File: config.mk
export PLATFORM = sky130hd
export DESIGN_NAME = reg_bus_master_flat
export DESIGN_NICKNAME = d
export VERILOG_FILES = /design/src/rtl/reg_bus_master_if.sv /design/src/rtl/reg_bus_master.sv /design/src/flat_wrapper.sv
export SDC_FILE = /design/constraint.sdc
export NUM_CORES = 1
export LEC_CHECK = 0
export BUFFER_PORTS_ARGS = -buffer_cell sky130_fd_sc_hd__buf_2
export CAP_MARGIN = 0
export CORE_MARGIN = 2
export CORE_UTILIZATION = 55
export DETAILED_ROUTE_END_ITERATION = 10
export GPL_TIMING_DRIVEN = 0
export PLACE_DENSITY = 0.86
export REMOVE_ABC_BUFFERS = 1
export SLEW_MARGIN = 15
export SYNTH_ARGS = -nofsm -noshare
export SYNTH_HDL_FRONTEND = slang
export SYNTH_SLANG_ARGS = --single-unit
File: constraint.sdc
create_clock -name clk_usb -period 6.2 [get_ports clk_usb]
set_input_delay 0 -clock clk_usb [delete_from_list [all_inputs] [get_ports clk_usb]]
set_output_delay 0 -clock clk_usb [all_outputs]
set_load 0.05 [all_outputs]
File: src/rtl/reg_bus_master_if.sv
// reg_bus_master_if: serial byte handshake plus shared register bus signals.
// master = the bus initiator, slave = PHY and register-mapped modules.
interface reg_bus_master_if;
    logic [7:0]  rx_data;
    logic        rx_valid;
    logic [7:0]  tx_data;
    logic        tx_valid;
    logic        tx_ready;
    logic [7:0]  reg_cmd;
    logic [15:0] reg_bytecount;
    logic [7:0]  reg_data_out;
    logic [7:0]  reg_data_in;
    logic        reg_read;
    logic        reg_write;

    modport master (
        input  rx_data,
        input  rx_valid,
        input  tx_ready,
        input  reg_data_in,
        output tx_data,
        output tx_valid,
        output reg_cmd,
        output reg_bytecount,
        output reg_data_out,
        output reg_read,
        output reg_write
    );

    modport slave (
        output rx_data,
        output rx_valid,
        output tx_ready,
        output reg_data_in,
        input  tx_data,
        input  tx_valid,
        input  reg_cmd,
        input  reg_bytecount,
        input  reg_data_out,
        input  reg_read,
        input  reg_write
    );
endinterface

File: src/rtl/reg_bus_master.sv
// reg_bus_master: parses cmd/ctrl/data frames into register bus strobes.
// Define REG_WRITE_ACK_EN to transmit 8'hA5 after every write frame.
module reg_bus_master #(
    parameter logic [23:0] TIMEOUT_CYCLES = 24'd1000000
) (
    input  logic             clk_usb,
    input  logic             reset,
    reg_bus_master_if.master bus,
    output logic             busy
);

    typedef enum logic [2:0] {
        IDLE,
        GET_CTRL,
        WR_DATA,
        RD_FETCH,
        RD_SEND
`ifdef REG_WRITE_ACK_EN
        , WR_ACK
`endif
    } state_t;

    state_t      state_q, state_d;
    logic [6:0]  idx_q, idx_d;
    logic [6:0]  len_q, len_d;
    logic [23:0] tmo_q, tmo_d;
    logic [7:0]  cmd_q, cmd_d;
    logic [15:0] cnt_q, cnt_d;
    logic [7:0]  dout_q, dout_d;
    logic        rd_q, rd_d;
    logic        wr_q, wr_d;
    logic [7:0]  txd_q, txd_d;
    logic        txv_q, txv_d;

    logic [23:0] tmo_inc;
    logic        tmo_hit;
    logic [6:0]  idx_inc;
    logic        last;

    assign tmo_inc = tmo_q + 24'd1;
    assign tmo_hit = (TIMEOUT_CYCLES != 24'd0)
                  && (tmo_inc == TIMEOUT_CYCLES);
    assign idx_inc = idx_q + 7'd1;
    assign last    = (idx_q == len_q - 7'd1);

    always_comb begin
        state_d = state_q;
        idx_d   = idx_q;
        len_d   = len_q;
        tmo_d   = '0;
        cmd_d   = cmd_q;
        cnt_d   = cnt_q;
        dout_d  = dout_q;
        rd_d    = 1'b0;
        wr_d    = 1'b0;
        txd_d   = txd_q;
        txv_d   = txv_q;
        unique case (state_q)
            IDLE: begin
                if (bus.rx_valid) begin
                    cmd_d   = bus.rx_data;
                    state_d = GET_CTRL;
                end
            end
            GET_CTRL: begin
                if (bus.rx_valid) begin
                    len_d = bus.rx_data[6:0];
                    idx_d = '0;
                    if (bus.rx_data[6:0] == 7'd0) begin
                        if (bus.rx_data[7]) begin
                            state_d = IDLE;
                        end else begin
`ifdef REG_WRITE_ACK_EN
                            state_d = WR_ACK;
                            txd_d   = 8'hA5;
                            txv_d   = 1'b1;
`else
                            state_d = IDLE;
`endif
                        end
                    end else if (bus.rx_data[7]) begin
                        // strobe is registered: raise it as RD_FETCH begins
                        state_d = RD_FETCH;
                        rd_d    = 1'b1;
                        cnt_d   = '0;
                    end else begin
                        state_d = WR_DATA;
                    end
                end else if (tmo_hit) begin
                    state_d = IDLE;
                end else begin
                    tmo_d = tmo_inc;
                end
            end
            WR_DATA: begin
                if (bus.rx_valid) begin
                    dout_d = bus.rx_data;
                    cnt_d  = {9'd0, idx_q};
                    wr_d   = 1'b1;
                    idx_d  = idx_inc;
                    if (last) begin
`ifdef REG_WRITE_ACK_EN
                        state_d = WR_ACK;
                        txd_d   = 8'hA5;
                        txv_d   = 1'b1;
`else
                        state_d = IDLE;
`endif
                    end
                end else if (tmo_hit) begin
                    state_d = IDLE;
                end else begin
                    tmo_d = tmo_inc;
                end
            end
            RD_FETCH: begin
                txd_d   = bus.reg_data_in;
                txv_d   = 1'b1;
                state_d = RD_SEND;
            end
            RD_SEND: begin
                if (bus.tx_ready) begin
                    txv_d = 1'b0;
                    idx_d = idx_inc;
                    if (last) begin
                        state_d = IDLE;
                    end else begin
                        state_d = RD_FETCH;
                        rd_d    = 1'b1;
                        cnt_d   = {9'd0, idx_inc};
                    end
                end
            end
`ifdef REG_WRITE_ACK_EN
            WR_ACK: begin
                if (bus.tx_ready) begin
                    txv_d   = 1'b0;
                    state_d = IDLE;
                end
            end
`endif
            default: state_d = IDLE;
        endcase
    end

    always_ff @(posedge clk_usb) begin
        if (reset) begin
            state_q <= IDLE;
            idx_q   <= '0;
            len_q   <= '0;
            tmo_q   <= '0;
            cmd_q   <= '0;
            cnt_q   <= '0;
            dout_q  <= '0;
            rd_q    <= 1'b0;
            wr_q    <= 1'b0;
            txd_q   <= '0;
            txv_q   <= 1'b0;
        end else begin
            state_q <= state_d;
            idx_q   <= idx_d;
            len_q   <= len_d;
            tmo_q   <= tmo_d;
            cmd_q   <= cmd_d;
            cnt_q   <= cnt_d;
            dout_q  <= dout_d;
            rd_q    <= rd_d;
            wr_q    <= wr_d;
            txd_q   <= txd_d;
            txv_q   <= txv_d;
        end
    end

    assign bus.reg_cmd       = cmd_q;
    assign bus.reg_bytecount = cnt_q;
    assign bus.reg_data_out  = dout_q;
    assign bus.reg_read      = rd_q;
    assign bus.reg_write     = wr_q;
    assign bus.tx_data       = txd_q;
    assign bus.tx_valid      = txv_q;
    assign busy              = (state_q != IDLE);

endmodule

File: src/flat_wrapper.sv
// flat-port wrapper written by rule: the top's interface ports become plain ports
module reg_bus_master_flat 
#(
    parameter logic [23:0] TIMEOUT_CYCLES = 24'd1000000
)
  (clk_usb, reset, busy, bus_rx_data, bus_rx_valid, bus_tx_ready, bus_reg_data_in, bus_tx_data, bus_tx_valid, bus_reg_cmd, bus_reg_bytecount, bus_reg_data_out, bus_reg_read, bus_reg_write);
  reg_bus_master_if bus_i ();
  input  logic clk_usb;
  input  logic reset;
  output logic busy;
  input wire logic [$bits(bus_i.rx_data)-1:0] bus_rx_data;
  input wire logic [$bits(bus_i.rx_valid)-1:0] bus_rx_valid;
  input wire logic [$bits(bus_i.tx_ready)-1:0] bus_tx_ready;
  input wire logic [$bits(bus_i.reg_data_in)-1:0] bus_reg_data_in;
  output wire logic [$bits(bus_i.tx_data)-1:0] bus_tx_data;
  output wire logic [$bits(bus_i.tx_valid)-1:0] bus_tx_valid;
  output wire logic [$bits(bus_i.reg_cmd)-1:0] bus_reg_cmd;
  output wire logic [$bits(bus_i.reg_bytecount)-1:0] bus_reg_bytecount;
  output wire logic [$bits(bus_i.reg_data_out)-1:0] bus_reg_data_out;
  output wire logic [$bits(bus_i.reg_read)-1:0] bus_reg_read;
  output wire logic [$bits(bus_i.reg_write)-1:0] bus_reg_write;
  assign bus_i.rx_data = bus_rx_data;
  assign bus_i.rx_valid = bus_rx_valid;
  assign bus_i.tx_ready = bus_tx_ready;
  assign bus_i.reg_data_in = bus_reg_data_in;
  assign bus_tx_data = bus_i.tx_data;
  assign bus_tx_valid = bus_i.tx_valid;
  assign bus_reg_cmd = bus_i.reg_cmd;
  assign bus_reg_bytecount = bus_i.reg_bytecount;
  assign bus_reg_data_out = bus_i.reg_data_out;
  assign bus_reg_read = bus_i.reg_read;
  assign bus_reg_write = bus_i.reg_write;
  reg_bus_master #(.TIMEOUT_CYCLES(TIMEOUT_CYCLES)) u_core (.clk_usb(clk_usb), .reset(reset), .bus(bus_i), .busy(busy));
endmodule
==> results.cfg <==
[sta]
finalSetupViolations = 0
period_needed_ps = 3000
fin_skew_ps = 9.75
rsz0062_at_grt = false
maxSlewHeadroom = 0.348
maxSlewViolCount = 0
max_freq_mhz = 333
tightest_slew_ps = 978
hold_viol_final = 0
fin_crit_sh = 0.484
hold_ws_ps = 203
finalSetupTns_ps = 0

[critical_path]
cp_max_fo = 26
rr_worst_depth = 8
cp_top_family = simple AND/OR/NAND/NOR gates
crit_type = flop to flop
cp_slowest_cell = a41o_1
crit_path_start_kind = flop
crit_chain = ha_1 -> and2_1 -> nand4_1 -> nor3_1 -> xnor2_1 -> nor2_1 -> a41o_1 -> o22ai_1
end_kind = flop
cp.required_ps = 6400
r2r_slack_ps = 3200
rr_startpoint = u_core.tmo_q[0]
path_buf_inv = 0
cpPeakStageDelay_ps = 780
r2r-end = u_core.state_q[0]
cp_data_arrival_time_ps = 3200

[layout]
final_common_cell = dfxtp_1
syn_to_final_growth_pct = 12.6
fin_area_um2 = 4450
final_cell_mix = 75 x dfxtp_1, 54 x buf_2, 53 x nand2_1
drive_gt1_frac = 0.171
final_nets = 535
antenna_cells = 0

[drt]
drt_first_iter_violations = 213
ant_nets = 0
firstDrtPassIters = 5
post-route-drc-count = 0
routed_wl_mm = 8.71
routedWlPerCell_um = 14.2
viasPerCell = 5.60
num_vias = 3427

[cts]
cts_sinks = 75
h-tree-depth = 3
cts_tree = done
ctsLongestPathBuffers = 2
cts_resized = 0
clock_latency_ps = 360
cts-buffers-inserted = 9
clk_transition_reported_paths_ps = 80
postCtsSetupBuffers = 0
cts_root_buf = clkbuf_8
hold_buffers = 17

[power_and_ir_drop]
leakage_nw = 1.73
p_comb_frac = 0.127
p_seq_frac = 0.498
fin_total_pwr_w = 0.00101
p_int_w = 0.000718
peakVddDrop_mv = 0.214
p_sw_w = 0.000294
powerDensity_nw_per_um2 = 227
clkPwrFrac = 0.375
swShare = 0.291

[worst_hold_path]
worstHoldStart = bus_rx_valid
hold_path_depth = 5
worstHoldPathType = input pin to flop
min_to = u_core.state_q[1]

[grt]
antenna_found_initial = 0
met1_usage = 0.264
grt_use_met2 = 0.406
track_usage = 0.234
grt_pass1_vias = 3241
gr-usage-met3 = 0.0793
busiest_layer = met2
grt_first_pass_wirelength_mm = 14.5
grt-ovfl-total = 0
grt_max_degree = 54

[logic_synthesis]
synth_warnings = 0
synth_top_area_frac = 0.380
synthFlopType = dfxtp_1
async_reset_ff_frac = 0
synth_area_per_cell_um2 = 8.52
synthTopCellsByArea = dfxtp_1 38%, nand2_1 5.0%, xnor2_1 4.7%, mux2i_1 4.6%, nor3_1 4.3%
netlist_area_um2 = 3950
synth_largest_area_cell = dfxtp_1
ys_ff_latch = 75
yosysUniqueCellTypes = 57
ys_seq_area_frac = 0.380
synth_edf_count = 0
synthCells = 464

[floorplanning]
std_cell_rows = 30
die-width_um = 88.8
die_y_um = 88.8
die-area_um2 = 7880
initial_core_util = 0.575
coreArea_um2 = 6870
io_pins = 64

[placement]
place_area_um2 = 4080
port_buffers = 54
place_hpwl_mm = 5.74
gp_congestion = 0.839

[status]
status = finished clean

[flow_run]
max_cap_viol_count = 0
-- cell type report --
type                            instances  area, um^2
Clock inverter                          7        75.1
Inverter                                5        18.8
Clock buffer                            9         124
Sequential cell                        75        1500
Timing Repair Buffer                   71         440
Fill cell                             556        2420
Tap cell                               96         120
Multi-Input combinational cell        349        2170
-- cell families (layout without fill, tap and decap cells) --
| family | after synthesis | count (layout) | share of synthesized area |
|---|---|---|---|
| xor+xnor | 39 | 39 | 0.0899 |
| mux | 18 | 18 | 0.0456 |
| fa+ha+maj | 4 | 4 | 0.0127 |
| buf+inv | 48 | 92 | 0.0782 |
| compound gates | 76 | 76 | 0.123 |
| flops | 75 | 75 | 0.380 |
| simple gates | 203 | 203 | 0.269 |
| other cells | 1 | 9 | 0.000949 |
-- registers in the layout, indices dropped and copies added (netlist names) --
register                  cells
u_core.bus.reg_bytecount      7
u_core.bus.reg_cmd            8
u_core.bus.reg_data_out       8
u_core.bus.reg_read           1
u_core.bus.reg_write          1
u_core.bus.tx_data            8
u_core.bus.tx_valid           1
u_core.idx_q                  7
u_core.len_q                  7
u_core.state_q                3
u_core.tmo_q                 24
-- power groups by stage --
| stage | registers (W) | clock network, W | logic (W) |
|---|---|---|---|
| final | 0.000504 | 0.000380 | 0.000129 |
| after global routing | 0.000506 | 0.000406 | 0.000139 |
| after CTS | 0.000503 | 0.000389 | 0.000127 |
| after detailed placement | 0.000515 | 0 | 0.000118 |
| after global placement | 0.000514 | 0 | 0.000115 |
| after floorplan | 0.000531 | 0 | 0.0000654 |
-- worst register-to-register path: stages, from the launching register on --
cell and delay (ps):
dfxtp_1 430, ha_1 260, and2_1 370, nand4_1 280, nor3_1 330, xnor2_1 150, nor2_1 120, a41o_1 780
o22ai_1 150
-- Yosys cell counts (2+ instances only) --
cell type / count
a211oi_1: 5
a21boi_0: 2
a21oi_1: 31
a21oi_2: 5
a22oi_1: 7
a31oi_1: 2
and3_1: 8
and4_1: 4
buf_2: 8
buf_4: 11
buf_6: 5
clkbuf_1: 13
clkbuf_2: 2
clkbuf_8: 3
dfxtp_1: 75
ha_1: 4
inv_1: 5
mux2i_1: 18
nand2_1: 53
nand2b_1: 3
nand3_1: 10
nand3b_1: 8
nand4_1: 12
nor2_1: 40
nor2b_1: 2
nor3_1: 34
nor3b_1: 3
o211ai_1: 2
o21ai_0: 9
o21bai_1: 2
o22ai_1: 3
or3_1: 10
or3_2: 4
or4b_1: 2
xnor2_1: 21
xor2_1: 17
-- routing by layer --
| metal | part of all wire | vias up |
|---|---|---|
| li1 | - | 1705 |
| met1 | 0.41 | 1615 |
| met2 | 0.52 | 84 |
| met3 | 0.046 | 23 |
| met4 | 0.022 | 0 |
| met5 | 0 | - |
-- how the worst max path moves through the flow --
stage	start	endpoint	slack [ps]	cells past startpoint
2_1_floorplan	u_core.len_q[0]	u_core.bus.reg_bytecount[0]	3800	9
3_3_place_gp	u_core.tmo_q[0]	u_core.tmo_q[3]	3300	8
3_5_place_dp	u_core.tmo_q[0]	u_core.tmo_q[3]	3230	8
4_1_cts	u_core.tmo_q[0]	u_core.state_q[0]	3200	8
5_1_grt	u_core.tmo_q[0]	u_core.tmo_q[18]	2900	8
6_report	u_core.tmo_q[0]	u_core.state_q[0]	3200	8
-- metrics by stage --
stage	util	worst slack [ps]	cells
floorplan	-	3800	429
global placement	0.594	3300	579
detailed placement	0.594	3230	579
CTS	0.648	3200	612
global route	0.648	2900	612
finish	0.648	3200	612
Note: power is estimated with default switching activity, not from simulation.
